==> src/rtl/i2s_slave_transmitter_if.sv <==
// PCM sample strobes from the audio pipeline into the I2S slave transmitter.
interface i2s_slave_transmitter_if #(
  parameter int DATA_WIDTH = 24
);
  // Handshake: l_data/r_data are valid only in the cycle their *_en strobe is high.
  // There is no backpressure; a pair arriving while the FIFO is full is dropped and flagged.
  logic                  l_data_en;
  logic                  r_data_en;
  logic [DATA_WIDTH-1:0] l_data;
  logic [DATA_WIDTH-1:0] r_data;

  modport master (output l_data_en, r_data_en, l_data, r_data);
  modport slave  (input  l_data_en, r_data_en, l_data, r_data);
endinterface

==> src/rtl/i2s_slave_transmitter.sv <==
// Slave-mode I2S transmitter following external bclk/lrclk, with an L/R pair FIFO.
// Optional macro I2S_TX_REPEAT_ON_UNDERRUN_EN: underrun frames repeat the last popped pair.
module i2s_slave_transmitter #(
  parameter int DATA_WIDTH = 24,
  parameter int FIFO_DEPTH = 4,
  parameter int LVL_W      = $clog2(FIFO_DEPTH) + 1
) (
  input  logic                  clk,
  input  logic                  reset_n,
  input  logic                  run,
  i2s_slave_transmitter_if.slave pcm,
  input  logic                  bclk,
  input  logic                  lrclk,
  input  logic                  clear_status,
  output logic                  s_data,
  output logic                  underrun,
  output logic                  overrun,
  output logic [LVL_W-1:0]      fifo_level,
  output logic [1:0]            state_dbg
);
  localparam int AW = LVL_W - 1;
  localparam int PW = 2 * DATA_WIDTH;

  typedef enum logic [1:0] {
    WAIT_FRAME = 2'd0,
    LEFT       = 2'd1,
    RIGHT      = 2'd2
  } state_t;

  state_t                state_q, state_d;
  logic [2:0]            bclk_sync_q, bclk_sync_d;
  logic [1:0]            lr_sync_q, lr_sync_d;
  logic                  lr_prev_q, lr_prev_d;
  logic [DATA_WIDTH-1:0] sh_q, sh_d;
  logic [DATA_WIDTH-1:0] hold_r_q, hold_r_d;
  logic [DATA_WIDTH-1:0] pend_l_q, pend_l_d;
  logic                  s_data_q, s_data_d;
  logic                  underrun_q, underrun_d;
  logic                  overrun_q, overrun_d;
  logic [LVL_W-1:0]      level_q, level_d;
  logic [LVL_W-1:0]      wr_ptr_q, wr_ptr_d;
  logic [LVL_W-1:0]      rd_ptr_q, rd_ptr_d;
  logic [PW-1:0]         mem_q [FIFO_DEPTH];
  logic [PW-1:0]         mem_d [FIFO_DEPTH];
`ifdef I2S_TX_REPEAT_ON_UNDERRUN_EN
  logic [PW-1:0]         last_q, last_d;
`endif

  logic          bclk_fall, lr_now, lr_change, left_start, right_start;
  logic          fifo_empty, fifo_full, push, push_ok, pop;
  logic [PW-1:0] head;

  always_comb begin
    bclk_sync_d = {bclk_sync_q[1:0], bclk};
    lr_sync_d   = {lr_sync_q[0], lrclk};
    bclk_fall   = bclk_sync_q[2] & ~bclk_sync_q[1];
    lr_now      = lr_sync_q[1];
    lr_change   = bclk_fall && (lr_now != lr_prev_q);
    left_start  = lr_change && !lr_now;
    right_start = lr_change && lr_now && (state_q == LEFT);
    lr_prev_d   = bclk_fall ? lr_now : lr_prev_q;

    fifo_empty = (level_q == '0);
    fifo_full  = (level_q == LVL_W'(FIFO_DEPTH));
    push       = run && pcm.r_data_en;
    push_ok    = push && !fifo_full;
    pop        = run && left_start && !fifo_empty;
    head       = mem_q[rd_ptr_q[AW-1:0]];

    state_d  = state_q;
    sh_d     = sh_q;
    hold_r_d = hold_r_q;
    s_data_d = s_data_q;
    mem_d    = mem_q;
    wr_ptr_d = wr_ptr_q;
    rd_ptr_d = rd_ptr_q;
`ifdef I2S_TX_REPEAT_ON_UNDERRUN_EN
    last_d   = last_q;
`endif
    pend_l_d = (run && pcm.l_data_en) ? pcm.l_data : pend_l_q;

    // A same-cycle left strobe bypasses the pending register.
    if (push_ok) begin
      mem_d[wr_ptr_q[AW-1:0]] = {(pcm.l_data_en ? pcm.l_data : pend_l_q), pcm.r_data};
      wr_ptr_d = wr_ptr_q + 1'b1;
    end
    if (pop) rd_ptr_d = rd_ptr_q + 1'b1;
    level_d = level_q + LVL_W'(push_ok) - LVL_W'(pop);

    overrun_d  = (overrun_q  & ~clear_status) | (push && fifo_full);
    underrun_d = (underrun_q & ~clear_status) | (run && left_start && fifo_empty);

    // The slot-start edge still emits the old MSB; the new word's MSB follows one bclk later.
    if (bclk_fall) begin
      s_data_d = sh_q[DATA_WIDTH-1];
      sh_d     = sh_q << 1;
    end
    if (left_start) begin
      state_d = LEFT;
      if (!fifo_empty) begin
        sh_d     = head[PW-1:DATA_WIDTH];
        hold_r_d = head[DATA_WIDTH-1:0];
`ifdef I2S_TX_REPEAT_ON_UNDERRUN_EN
        last_d   = head;
`endif
      end else begin
`ifdef I2S_TX_REPEAT_ON_UNDERRUN_EN
        sh_d     = last_q[PW-1:DATA_WIDTH];
        hold_r_d = last_q[DATA_WIDTH-1:0];
`else
        sh_d     = '0;
        hold_r_d = '0;
`endif
      end
    end else if (right_start) begin
      state_d = RIGHT;
      sh_d    = hold_r_q;
    end

    // Leaving run flushes everything except the sticky flags.
    if (!run) begin
      state_d  = WAIT_FRAME;
      sh_d     = '0;
      hold_r_d = '0;
      pend_l_d = '0;
      s_data_d = 1'b0;
      wr_ptr_d = '0;
      rd_ptr_d = '0;
      level_d  = '0;
`ifdef I2S_TX_REPEAT_ON_UNDERRUN_EN
      last_d   = '0;
`endif
    end
  end

  always_ff @(posedge clk) begin
    if (!reset_n) begin
      state_q     <= WAIT_FRAME;
      bclk_sync_q <= '0;
      lr_sync_q   <= '0;
      lr_prev_q   <= 1'b0;
      sh_q        <= '0;
      hold_r_q    <= '0;
      pend_l_q    <= '0;
      s_data_q    <= 1'b0;
      underrun_q  <= 1'b0;
      overrun_q   <= 1'b0;
      level_q     <= '0;
      wr_ptr_q    <= '0;
      rd_ptr_q    <= '0;
`ifdef I2S_TX_REPEAT_ON_UNDERRUN_EN
      last_q      <= '0;
`endif
    end else begin
      state_q     <= state_d;
      bclk_sync_q <= bclk_sync_d;
      lr_sync_q   <= lr_sync_d;
      lr_prev_q   <= lr_prev_d;
      sh_q        <= sh_d;
      hold_r_q    <= hold_r_d;
      pend_l_q    <= pend_l_d;
      s_data_q    <= s_data_d;
      underrun_q  <= underrun_d;
      overrun_q   <= overrun_d;
      level_q     <= level_d;
      wr_ptr_q    <= wr_ptr_d;
      rd_ptr_q    <= rd_ptr_d;
`ifdef I2S_TX_REPEAT_ON_UNDERRUN_EN
      last_q      <= last_d;
`endif
    end
  end

  // Storage needs no reset; the pointers define which entries are live.
  always_ff @(posedge clk) begin
    mem_q <= mem_d;
  end

  assign s_data     = s_data_q;
  assign underrun   = underrun_q;
  assign overrun    = overrun_q;
  assign fifo_level = level_q;
  assign state_dbg  = state_q;
endmodule

==> src/flat_wrapper.sv <==
// flat-port wrapper written by rule: the top's interface ports become plain ports
module i2s_slave_transmitter_flat 
#(
  parameter int DATA_WIDTH = 24,
  parameter int FIFO_DEPTH = 4,
  parameter int LVL_W      = $clog2(FIFO_DEPTH) + 1
)
  (clk, reset_n, run, bclk, lrclk, clear_status, s_data, underrun, overrun, fifo_level, state_dbg, pcm_l_data_en, pcm_r_data_en, pcm_l_data, pcm_r_data);
  i2s_slave_transmitter_if #(.DATA_WIDTH(DATA_WIDTH)) pcm_i ();
  input  logic clk;
  input  logic reset_n;
  input  logic run;
  input  logic bclk;
  input  logic lrclk;
  input  logic clear_status;
  output logic s_data;
  output logic underrun;
  output logic overrun;
  output logic [LVL_W-1:0] fifo_level;
  output logic [1:0] state_dbg;
  input wire logic [$bits(pcm_i.l_data_en)-1:0] pcm_l_data_en;
  input wire logic [$bits(pcm_i.r_data_en)-1:0] pcm_r_data_en;
  input wire logic [$bits(pcm_i.l_data)-1:0] pcm_l_data;
  input wire logic [$bits(pcm_i.r_data)-1:0] pcm_r_data;
  assign pcm_i.l_data_en = pcm_l_data_en;
  assign pcm_i.r_data_en = pcm_r_data_en;
  assign pcm_i.l_data = pcm_l_data;
  assign pcm_i.r_data = pcm_r_data;
  i2s_slave_transmitter #(.DATA_WIDTH(DATA_WIDTH), .FIFO_DEPTH(FIFO_DEPTH), .LVL_W(LVL_W)) u_core (.clk(clk), .reset_n(reset_n), .run(run), .pcm(pcm_i), .bclk(bclk), .lrclk(lrclk), .clear_status(clear_status), .s_data(s_data), .underrun(underrun), .overrun(overrun), .fifo_level(fifo_level), .state_dbg(state_dbg));
endmodule
==> config.mk <==
export PLATFORM = sky130hd
export DESIGN_NAME = i2s_slave_transmitter_flat
export DESIGN_NICKNAME = d
export VERILOG_FILES = /design/src/rtl/i2s_slave_transmitter_if.sv /design/src/rtl/i2s_slave_transmitter.sv /design/src/flat_wrapper.sv
export SDC_FILE = /design/constraint.sdc
export NUM_CORES = 1
export LEC_CHECK = 0
export BUFFER_PORTS_ARGS = -buffer_cell sky130_fd_sc_hd__buf_4
export CORE_UTILIZATION = 57
export DETAILED_ROUTE_END_ITERATION = 12
export PLACE_DENSITY_LB_ADDON = 0.08
export SETUP_SLACK_MARGIN = 0.05
export SLEW_MARGIN = 0
export SYNTH_ARGS = -nofsm -noshare
export SYNTH_HDL_FRONTEND = slang
export SYNTH_SLANG_ARGS = --single-unit
==> constraint.sdc <==
create_clock -name clk -period 7.01 [get_ports clk]
set_clock_uncertainty 0.1 [all_clocks]
set_input_delay 0 -clock clk [delete_from_list [all_inputs] [get_ports clk]]
set_output_delay 0 -clock clk [all_outputs]
set_load 0.02 [all_outputs]
==> metrics <==
Synth Instances=602; mapped cell area=0.0106 sq mm; Post-synth EDFFs=192; Post-CTS Hold Fix Bufs=58; Worst Setup Path Type=reg2reg; Startpoint Class=flip-flop; diode count=0; max-slew violations=0; Clk Tree Root Cell=clkbuf_16; RD Place Congestion=0.809; TritonCTS clock tree=built; RSZ-0062 raised after global routing=no; fin crit share=0.373; Synth Flop Type=edfxtp_1; Min Hold Slack=0.0553 ns; post-CTS sizing=0; synth warn=0; final hold viol count=0; PortBufs=63; Die Y=138 um; number of buffers created by CTS=28; largest net degree at the start of global routing=51; DRC=11; share of cells above drive strength 1=0.266; VDD IR-drop max=0.240 mV; Routed Antenna Nets=0; io pins=64; row cnt=49; most frequent cells in the layout=edfxtp_1, dfxtp_1, buf_4; Synth async-reset ratio=0; Clock Pin Slew Worst Setup and Hold Paths=0.06 ns; 1st-iter DRT viols=380; Max-slew headroom=0.289; sequential cell area fraction in the yosys report=0.715; fin crit period=2.61 ns; core area=0.0181 sq mm; Setup TNS=0 ns; Starting Density=0.585; Die Width=138 um; vias in the first global route=6076; outcome=complete, but fails checks; commonest non-fill, non-tap cell in the layout=edfxtp_1; number of setup buffers added after CTS=0; worst-margin pin slew=1.07 ns; Routed WL=20500 um; H-Tree Depth=1; maxcap violations=0; drt wl/cell=21.0 um; failing checks=design-rule violations; final setup fails=0; DIE AREA=0.0191 sq mm; Via density=5.78; Post-DP HPWL=11200 um; P per Cell Area=273 mW/mm^2; Yosys cell types=40; #FFs+latches synth=282; global route overflow=0; via count=5644; clk sinks=282; clk_lat worst skew=0.52 ns; Worst Setup End Kind=flip-flop; leak pwr=4.46 nW; nets=790; worst hold path class=in2reg; Overall Global Routing Usage=0.225; first-pass GRT wire length=32700 um; WP data arrival=2.90 ns; fmax=383 MHz; CTS max path bufs=3; initial antenna violation count=0; synthesized area per cell=17.6 sq um; Area Growth Syn to Fin=20.7%; crit-path max FO=6; Critical Path RT=7.30 ns; First-pass DRT Iterations=9; synthesized net count=665
[registers in the layout, indices dropped and copies added (netlist names)]
register,cells
u_core.bclk_sync_q,3
u_core.sh_q,24
u_core.fifo_level,3
u_core.pend_l_q,24
u_core.hold_r_q,24
u_core.wr_ptr_q,2
u_core.rd_ptr_q,2
u_core.lr_sync_q,2
u_core.s_data,1
u_core.mem_q,192
u_core.lr_prev_q,1
u_core.underrun,1
u_core.overrun,1
u_core.state_dbg,2
[layout make-up]
| type | instances | area (sq um) |
|---|---|---|
| Timing Repair Buffer | 130 | 1120 |
| Clock buffer | 39 | 825 |
| Multi-Input combinational cell | 277 | 2780 |
| Sequential cell | 282 | 7570 |
| Clock inverter | 12 | 158 |
| Fill cell | 1140 | 5310 |
| Tap cell | 229 | 287 |
| Inverter | 8 | 30.0 |
[final timing paths]
| kind | from | slack, ns | cells past startpoint | endpoint |
|---|---|---|---|---|
| setup / recovery | u_core.fifo_level[2] | 4.40 | 9 | u_core.fifo_level[2] |
| hold / removal | pcm_l_data_en | 0.06 | 2 | u_core.mem_q[89] |
| setup reg to reg | u_core.fifo_level[2] | 4.40 | 9 | u_core.fifo_level[2] |
| hold reg to reg | u_core.lr_sync_q[0] | 0.35 | 1 | u_core.lr_sync_q[1] |
[cell usage after synthesis, types with 5 or more instances]
master | count | area share
mux4_2 | 47 | 0.10
inv_1 | 8 | 0.0028
buf_2 | 14 | 0.0066
nor2_1 | 34 | 0.012
dfxtp_1 | 90 | 0.17
mux2_2 | 24 | 0.026
buf_6 | 5 | 0.0053
o21ai_1 | 21 | 0.0099
mux2i_1 | 26 | 0.025
nor2b_1 | 26 | 0.015
and2_1 | 9 | 0.0053
ha_1 | 6 | 0.0071
a22oi_1 | 47 | 0.033
edfxtp_1 | 192 | 0.54
clkbuf_1 | 11 | 0.0039
[layer usage]
layer,vias to the layer above,part of all wire,global-route usage
li1,2590,-,-
met5,-,0,0
met3,34,0.042,0.0333
met1,2885,0.41,0.283
met2,135,0.53,0.408
met4,0,0.019,0.0627
[cell families after synthesis]
| logic type | Yosys count | share of synthesized area |
|---|---|---|
| adders and majority gates | 7 | 0.00899 |
| buffers and inverters | 43 | 0.0227 |
| and+or+nand+nor | 90 | 0.0475 |
| xor gates and xnor gates | 5 | 0.00414 |
| DFF | 282 | 0.715 |
| AOI/OAI and AO/OA | 77 | 0.0489 |
| muxes | 98 | 0.153 |
[critical path: stages (launching register included)]
cell and delay, ns:
dfxtp_1 0.38, or3_1 0.42, and3_1 0.21, ha_1 0.28, inv_1 0.05, ha_1 0.20
fa_1 0.42, xnor2_1 0.22, xnor2_1 0.14, nor2_1 0.05
[report_power, final]
group          switching (mW)  internal [mW]  leakage, nW
clock network           0.585          0.963        0.479
logic                  0.0622         0.0701         1.50
registers             0.00629           1.80         2.49
total                   0.654           2.84         4.46
[metrics by stage]
step | utilization | instances | area, sq um | setup WS (ns) | power (mW)
6_report | 0.706 | 977 | 12800 | 4.40 | 3.49
5_1_grt | 0.706 | 977 | 12800 | 4.28 | 3.59
4_1_cts | 0.706 | 977 | 12800 | 4.40 | 3.51
3_5_place_dp | 0.620 | 868 | 11200 | 4.43 | 1.95
3_3_place_gp | 0.620 | 868 | 11200 | 4.55 | 1.95
2_1_floorplan | - | 602 | 10600 | 4.39 | 1.90
(Power assumes the default switching activity.)
